<file path="config.mk">
export PLATFORM = sky130hd
export DESIGN_NAME = sw_time_counter
export DESIGN_NICKNAME = d
export VERILOG_FILES = /design/src/rtl/sw_pkg.sv /design/src/rtl/sw_time_counter_bcd_digit.sv /design/src/rtl/sw_time_counter.sv
export SDC_FILE = /design/constraint.sdc
export NUM_CORES = 1
export LEC_CHECK = 0
export BUFFER_PORTS_ARGS = -buffer_cell sky130_fd_sc_hd__buf_4
export CORE_AREA = 2 2 93 50
export CTS_CLUSTER_SIZE = 25
export DETAILED_ROUTE_END_ITERATION = 16
export DIE_AREA = 0 0 95 52
export HOLD_SLACK_MARGIN = 0.03
export PLACE_DENSITY = 0.74
export RECOVER_POWER = 25
export SYNTH_ARGS = -nofsm -noshare
export SYNTH_HDL_FRONTEND = slang
export SYNTH_SLANG_ARGS = --single-unit
</file>
<file path="constraint.sdc">
create_clock -name clk -period 3.8 [get_ports clk]
set_input_delay 0.76 -clock clk [delete_from_list [all_inputs] [get_ports clk]]
set_output_delay 0.76 -clock clk [all_outputs]
set_load 0.02 [all_outputs]
</file>
<file path="src/rtl/sw_pkg.sv">
// Shared constants for the stopwatch time counter: nibble width, digit limits
// and the position of each digit inside the packed 16-bit time word.
package sw_pkg;

  localparam int BCD_W      = 4;
  localparam int NUM_DIGITS = 4;

  localparam int IDX_HUND     = 0;
  localparam int IDX_TENTHS   = 1;
  localparam int IDX_SEC_ONES = 2;
  localparam int IDX_SEC_TENS = 3;

  localparam int HUND_MAX     = 9;
  localparam int TENTHS_MAX   = 9;
  localparam int SEC_ONES_MAX = 9;
  localparam int SEC_TENS_MAX = 5;

  function automatic int digit_max(input int idx);
    case (idx)
      IDX_HUND:     return HUND_MAX;
      IDX_TENTHS:   return TENTHS_MAX;
      IDX_SEC_ONES: return SEC_ONES_MAX;
      default:      return SEC_TENS_MAX;
    endcase
  endfunction

endpackage

</file>
<file path="src/rtl/sw_time_counter_bcd_digit.sv">
// One BCD digit of the time cascade: counts 0..MAX when enabled and raises
// carry_out in the cycle it wraps back to 0.
module bcd_digit
  import sw_pkg::*;
#(
  parameter int MAX = 9
) (
  input  logic             clk,
  input  logic             reset,
  input  logic             enable,
  input  logic             clear,
  output logic [BCD_W-1:0] value,
  output logic             carry_out
);

  logic at_max;

  assign at_max    = (value == BCD_W'(MAX));
  assign carry_out = enable && at_max;

  // NOTE: state registers use non-blocking assignments so every digit in the
  // cascade samples its neighbours' pre-edge values on the same clock.
  always_ff @(posedge clk) begin
    if (reset || clear) begin
      value <= '0;
    end else if (enable) begin
      value <= at_max ? '0 : value + 1'b1;
    end
  end

endmodule

</file>
<file path="src/rtl/sw_time_counter.sv">
// Stopwatch time counter (SS.hh in BCD) with a tick prescaler; optional lap
// freeze of the display value is enabled by defining SW_LAP_LATCH_EN.
module sw_time_counter
  import sw_pkg::*;
#(
  parameter int unsigned CLK_FREQ_HZ = 100000000,
  parameter int unsigned TICK_HZ     = 100
) (
  input  logic                        clk,
  input  logic                        reset,
  input  logic                        init_regs,
  input  logic                        count_enabled,
  input  logic                        lap,
  output logic [NUM_DIGITS*BCD_W-1:0] digits,
  output logic [NUM_DIGITS*BCD_W-1:0] disp_digits,
  output logic                        wrap,
  output logic                        frozen
);

  localparam int unsigned DIV   = CLK_FREQ_HZ / TICK_HZ;
  localparam int          PRE_W = (DIV < 2) ? 1 : $clog2(DIV);

  if (DIV < 2) begin : g_bad_div
    $error("sw_time_counter: CLK_FREQ_HZ/TICK_HZ must be at least 2");
  end

  logic [PRE_W-1:0]    pre_cnt;
  logic                advance;
  logic                tick;
  logic [NUM_DIGITS:0] carry;

  assign advance = count_enabled && !init_regs;
  assign tick    = advance && (pre_cnt == PRE_W'(DIV - 1));

  always_ff @(posedge clk) begin
    if (reset || init_regs) begin
      pre_cnt <= '0;
    end else if (advance) begin
      pre_cnt <= tick ? '0 : pre_cnt + 1'b1;
    end
  end

  // The tick ripples through the digits as a combinational carry chain so
  // the whole time word updates on the tick edge.
  assign carry[0] = tick;

  for (genvar i = 0; i < NUM_DIGITS; i++) begin : g_digit
    bcd_digit #(
      .MAX(digit_max(i))
    ) u_digit (
      .clk      (clk),
      .reset    (reset),
      .enable   (carry[i]),
      .clear    (init_regs),
      .value    (digits[i*BCD_W +: BCD_W]),
      .carry_out(carry[i+1])
    );
  end

  always_ff @(posedge clk) begin
    if (reset) begin
      wrap <= 1'b0;
    end else begin
      wrap <= carry[NUM_DIGITS];
    end
  end

`ifdef SW_LAP_LATCH_EN
  logic [NUM_DIGITS*BCD_W-1:0] lap_value;

  always_ff @(posedge clk) begin
    if (reset) begin
      frozen    <= 1'b0;
      lap_value <= '0;
    end else if (init_regs) begin
      frozen <= 1'b0;
    end else if (lap) begin
      if (frozen) begin
        frozen <= 1'b0;
      end else begin
        frozen    <= 1'b1;
        lap_value <= digits;
      end
    end
  end

  // Output mux selects between two registers only, so no input reaches it.
  assign disp_digits = frozen ? lap_value : digits;
`else
  logic lap_unused;

  assign lap_unused  = lap;
  assign frozen      = 1'b0;
  assign disp_digits = digits;
`endif

endmodule

</file>
==> metrics.csv <==
stage;metric;value;unit
detailed_routing;detailroute.wirelength.met2;1700;um
yosys;synth-seq-area-share;36.6;%
cts;cts_inserted_buffers;5;
worst_setup_path;crit_fanout;12;
global_routing;grt_remaining_overflow;0;
yosys;synth-adder-area-share;0.618;%
worst_setup_path;crit_path_max_incr_delay;0.61;ns
yosys;synth.lib_cells_used.distinct;45;
yosys;number_of_enable_flip_flop_cells_after_synthesis;0;
yosys;synthXorXnorAreaFrac;3.90;%
worst_setup_path;setup.worst_path.start_class;input port;
die;initial_utilization;48.3;%
timing;fin_tns_setup;0;ns
die;die_width;95;um
yosys;ys_async_sr_fraction;0;%
worst_setup_path;r2r-start;g_digit[0].u_digit.value[3];
detailed_routing;avgRoutedWirePerCell;13.5;um
yosys;synthesis.area;2020;sq um
global_routing;grt_antenna_before_repair;0;
worst_hold_path;timing.hold.worst.class;reg -> reg;
timing;setup_repair_after_global_routing_missed_its_margin;false;
timing;finish_stage_setup_viols;0;
worst_setup_path;crit_chain;clkbuf_1 -> nand3b_2 -> or4_4 -> or4_1 -> a21oi_1;
finish;drive_gt1_share;13.5;%
worst_setup_path;worstPathRequired;4.02;ns
detailed_routing;detail-route-antenna-nets;0;
detailed_routing;number_of_remaining_drc_errors;0;
job;timing.max_cap.violations;0;
finish;nFillCells;411;
cts;clkSinkCount;37;
yosys;yosys-top-cells-area;sky130_fd_sc_hd__dfxtp_1 (37%), sky130_fd_sc_hd__buf_4 (6.3%), sky130_fd_sc_hd__a21oi_1 (6.2%);
timing;min_period;2.20;ns
yosys;mappedNetlistNets;246;
die;floorplan.io_pins;39;
worst_setup_path;worst-r2r-cell-count;4;
detailed_routing;drt_pre_antenna_iters;4;
die;rows;17;
run_status;run_status;finished, final reports clean;
yosys;synth_top_area_cell;sky130_fd_sc_hd__dfxtp_1;
worst_setup_path;critPathBufInv;1;
yosys;synth.top_cells.by_count;sky130_fd_sc_hd__dfxtp_1 (37), sky130_fd_sc_hd__a21oi_1 (25), sky130_fd_sc_hd__buf_4 (17);
timing;fmaxAchievable;455;MHz
placed_design;detailedPlacementHpwl;3040;um
worst_setup_path;timing.critical_path.arrival;2.42;ns
global_routing;grt_first_pass_wirelength;7250;um
die;dieHeight;52;um
worst_setup_path;cp_top_family;simple AND/OR/NAND/NOR gates;
timing;setup_ws;1.60;ns
detailed_routing;route.detailed.vias_per_inst;5.67;
timing;max_slew_margin;27.9;%
global_routing;pin_count_of_the_biggest_net_entering_global_routing;35;
yosys;synth_compound_gate_area_share;15.9;%
timing;period_share;57.9;%
global_routing;first_global_vias;1490;
yosys;cell_with_the_most_instances_after_synthesis;sky130_fd_sc_hd__dfxtp_1;
die;core;4190;sq um
yosys;synth.avg_cell_area;8.43;sq um
detailed_routing;vias;1792;
cts;ctsResizeCount;0;
worst_hold_path;whs_path_depth;2;
yosys;synth_simple_gate_area_share;31.8;%
global_routing;track_usage;19.2;%
detailed_routing;routed_wirelength;4270;um
cts;tritoncts;done;
cts;holdBufCountCts;0;
finish;register_area;741;sq um
worst_setup_path;critPathCaptureType;flop;
worst_setup_path;worst-setup-path-type;in -> reg;
power_and_ir_drop;vdd_ir_drop_max;0.181;mV
timing;finalHoldViolCount;0;
timing;timing.final.max_slew_violations;0;
finish;n_antenna_cell;0;
detailed_routing;routedLengthMet1;2350;um
detailed_routing;met3_length;189;um
cts;clk_transition_reported_paths;0.07;ns
cts;worst_skew_pair.late_latency;0.29;ns
placed_design;place_ws;1.33;ns
worst_hold_path;hold-path-endpoint;pre_cnt[1];
cts;cts_buffer_depth;2;
worst_setup_path;crit_slowest_cell;sky130_fd_sc_hd__or4_4;
timing;timing_worst_slew_pin_value;1.08;ns
cts;post-cts-setup-buffers;0;
finish;final_nets;264;
worst_hold_path;hold_path_startpoint;pre_cnt[1];
yosys;ys_ff_latch;37;
detailed_routing;drtIter0Drc;157;
placed_design;gp_congestion;0.811;
yosys;largest_family_of_logic_cells_by_synthesized_area;simple AND/OR/NAND/NOR gates;
power_and_ir_drop;total_design_power;668;uW
power_and_ir_drop;static_leakage;0.700;nW
detailed_routing;routed.top_layer;met4;
finish;multi_input_comb_area;1080;sq um
die;fp.dieArea;4940;sq um
yosys;ys.warnings.count;0;
finish;layout-area-overhead-vs-synth;9.96;%
yosys;netlist.area_leader.share;36.6;%
timing;maximum_clock_skew_at_final_layout;0.00387;ns
placed_design;quantity_of_i_o_buffers_inserted_on_ports;36;
cts;cts-htree-levels;2;
cts;clk_root_buffer_cell;sky130_fd_sc_hd__clkbuf_8;
yosys;post_synth_inst_count;240;
worst_setup_path;regToRegSetupSlack;1.69;ns
worst_setup_path;r2r_end;g_digit[3].u_digit.value[3];
power_and_ir_drop;power_density;300;nW/um^2
yosys;post_synth_mux_area_share;1.05;%
yosys;ys_dominant_reg_cell;sky130_fd_sc_hd__dfxtp_1;
worst register-to-register path: cells and delay by family, from the launching register on:
kind | cells | cell delay, ns
DFF | 1 | 0.45
muxes | 1 | 0.35
and+or+nand+nor | 3 | 1.19
cell type report:
class	count	share of cell area [%]
inverter	7	1.18
multi-input combinational	169	48.6
tap	57	3.21
clock buffer	8	3.60
sequential	37	33.3
timing repair buffer	38	10.1
where the power goes:
group          switching, mW  internal [mW]
logic                 0.0104        0.00510
registers           0.000618          0.388
clock network          0.133          0.130
total                  0.144          0.524
stage by stage:
step	utilization [%]	instance area (sq um)	std cells	hold slack (ns)
2_1_floorplan	-	2020	240	0.447
3_3_place_gp	52.6	2200	308	0.463
3_5_place_dp	52.6	2200	308	0.488
4_1_cts	54.5	2280	316	0.500
5_1_grt	53.1	2220	316	0.520
6_report	53.1	2220	316	0.497
flip-flops by register name (all words and copies together) (netlist names):
signal / cells
pre_cnt: 20
g_digit.u_digit.value: 16
wrap: 1
logic make-up after synthesis:
group	Yosys count
fa+ha+maj	1
simple gates	100
xor+xnor	9
other cells	1
buf+inv	34
flops	37
compound gates	56
mux	2
routing by layer:
layer  vias to the layer above  global-route usage (%)
li1                        909                       -
met1                       829                    29.1
met2                        48                    25.7
met3                         6                    5.07
met4                         0                    6.52
met5                         -                       0
cell usage in the layout, fill, tap and decap left out, types with 3 or more instances in the layout:
master	count
sky130_fd_sc_hd__a21oi_1	25
sky130_fd_sc_hd__a31oi_1	3
sky130_fd_sc_hd__and3_1	5
sky130_fd_sc_hd__buf_4	22
sky130_fd_sc_hd__clkbuf_1	19
sky130_fd_sc_hd__clkbuf_8	5
sky130_fd_sc_hd__dfxtp_1	37
sky130_fd_sc_hd__inv_1	6
sky130_fd_sc_hd__nand2_1	12
sky130_fd_sc_hd__nand2b_1	4
sky130_fd_sc_hd__nand3_1	6
sky130_fd_sc_hd__nand3b_1	3
sky130_fd_sc_hd__nand4_1	7
sky130_fd_sc_hd__nor2_1	14
sky130_fd_sc_hd__nor2b_1	4
sky130_fd_sc_hd__nor4_1	3
sky130_fd_sc_hd__nor4bb_1	3
sky130_fd_sc_hd__o21ai_0	13
sky130_fd_sc_hd__o31ai_1	10
sky130_fd_sc_hd__or3_1	10
sky130_fd_sc_hd__or4_1	12
sky130_fd_sc_hd__xnor2_1	4
sky130_fd_sc_hd__xor2_1	5
worst max-delay path by stage:
stage                                      from  slack [ns]                           to  cells after the start
finish                                init_regs        1.60                  pre_cnt[19]                      5
global placement                      init_regs        1.37  g_digit[3].u_digit.value[3]                      6
CTS                                   init_regs        1.64                  pre_cnt[19]                      5
detailed placement                    init_regs        1.33                  pre_cnt[19]                      5
floorplan                             init_regs        1.56                  pre_cnt[17]                      5
global route        g_digit[0].u_digit.value[3]        1.49  g_digit[3].u_digit.value[0]                      4
Note: power is estimated with default switching activity, not from simulation.
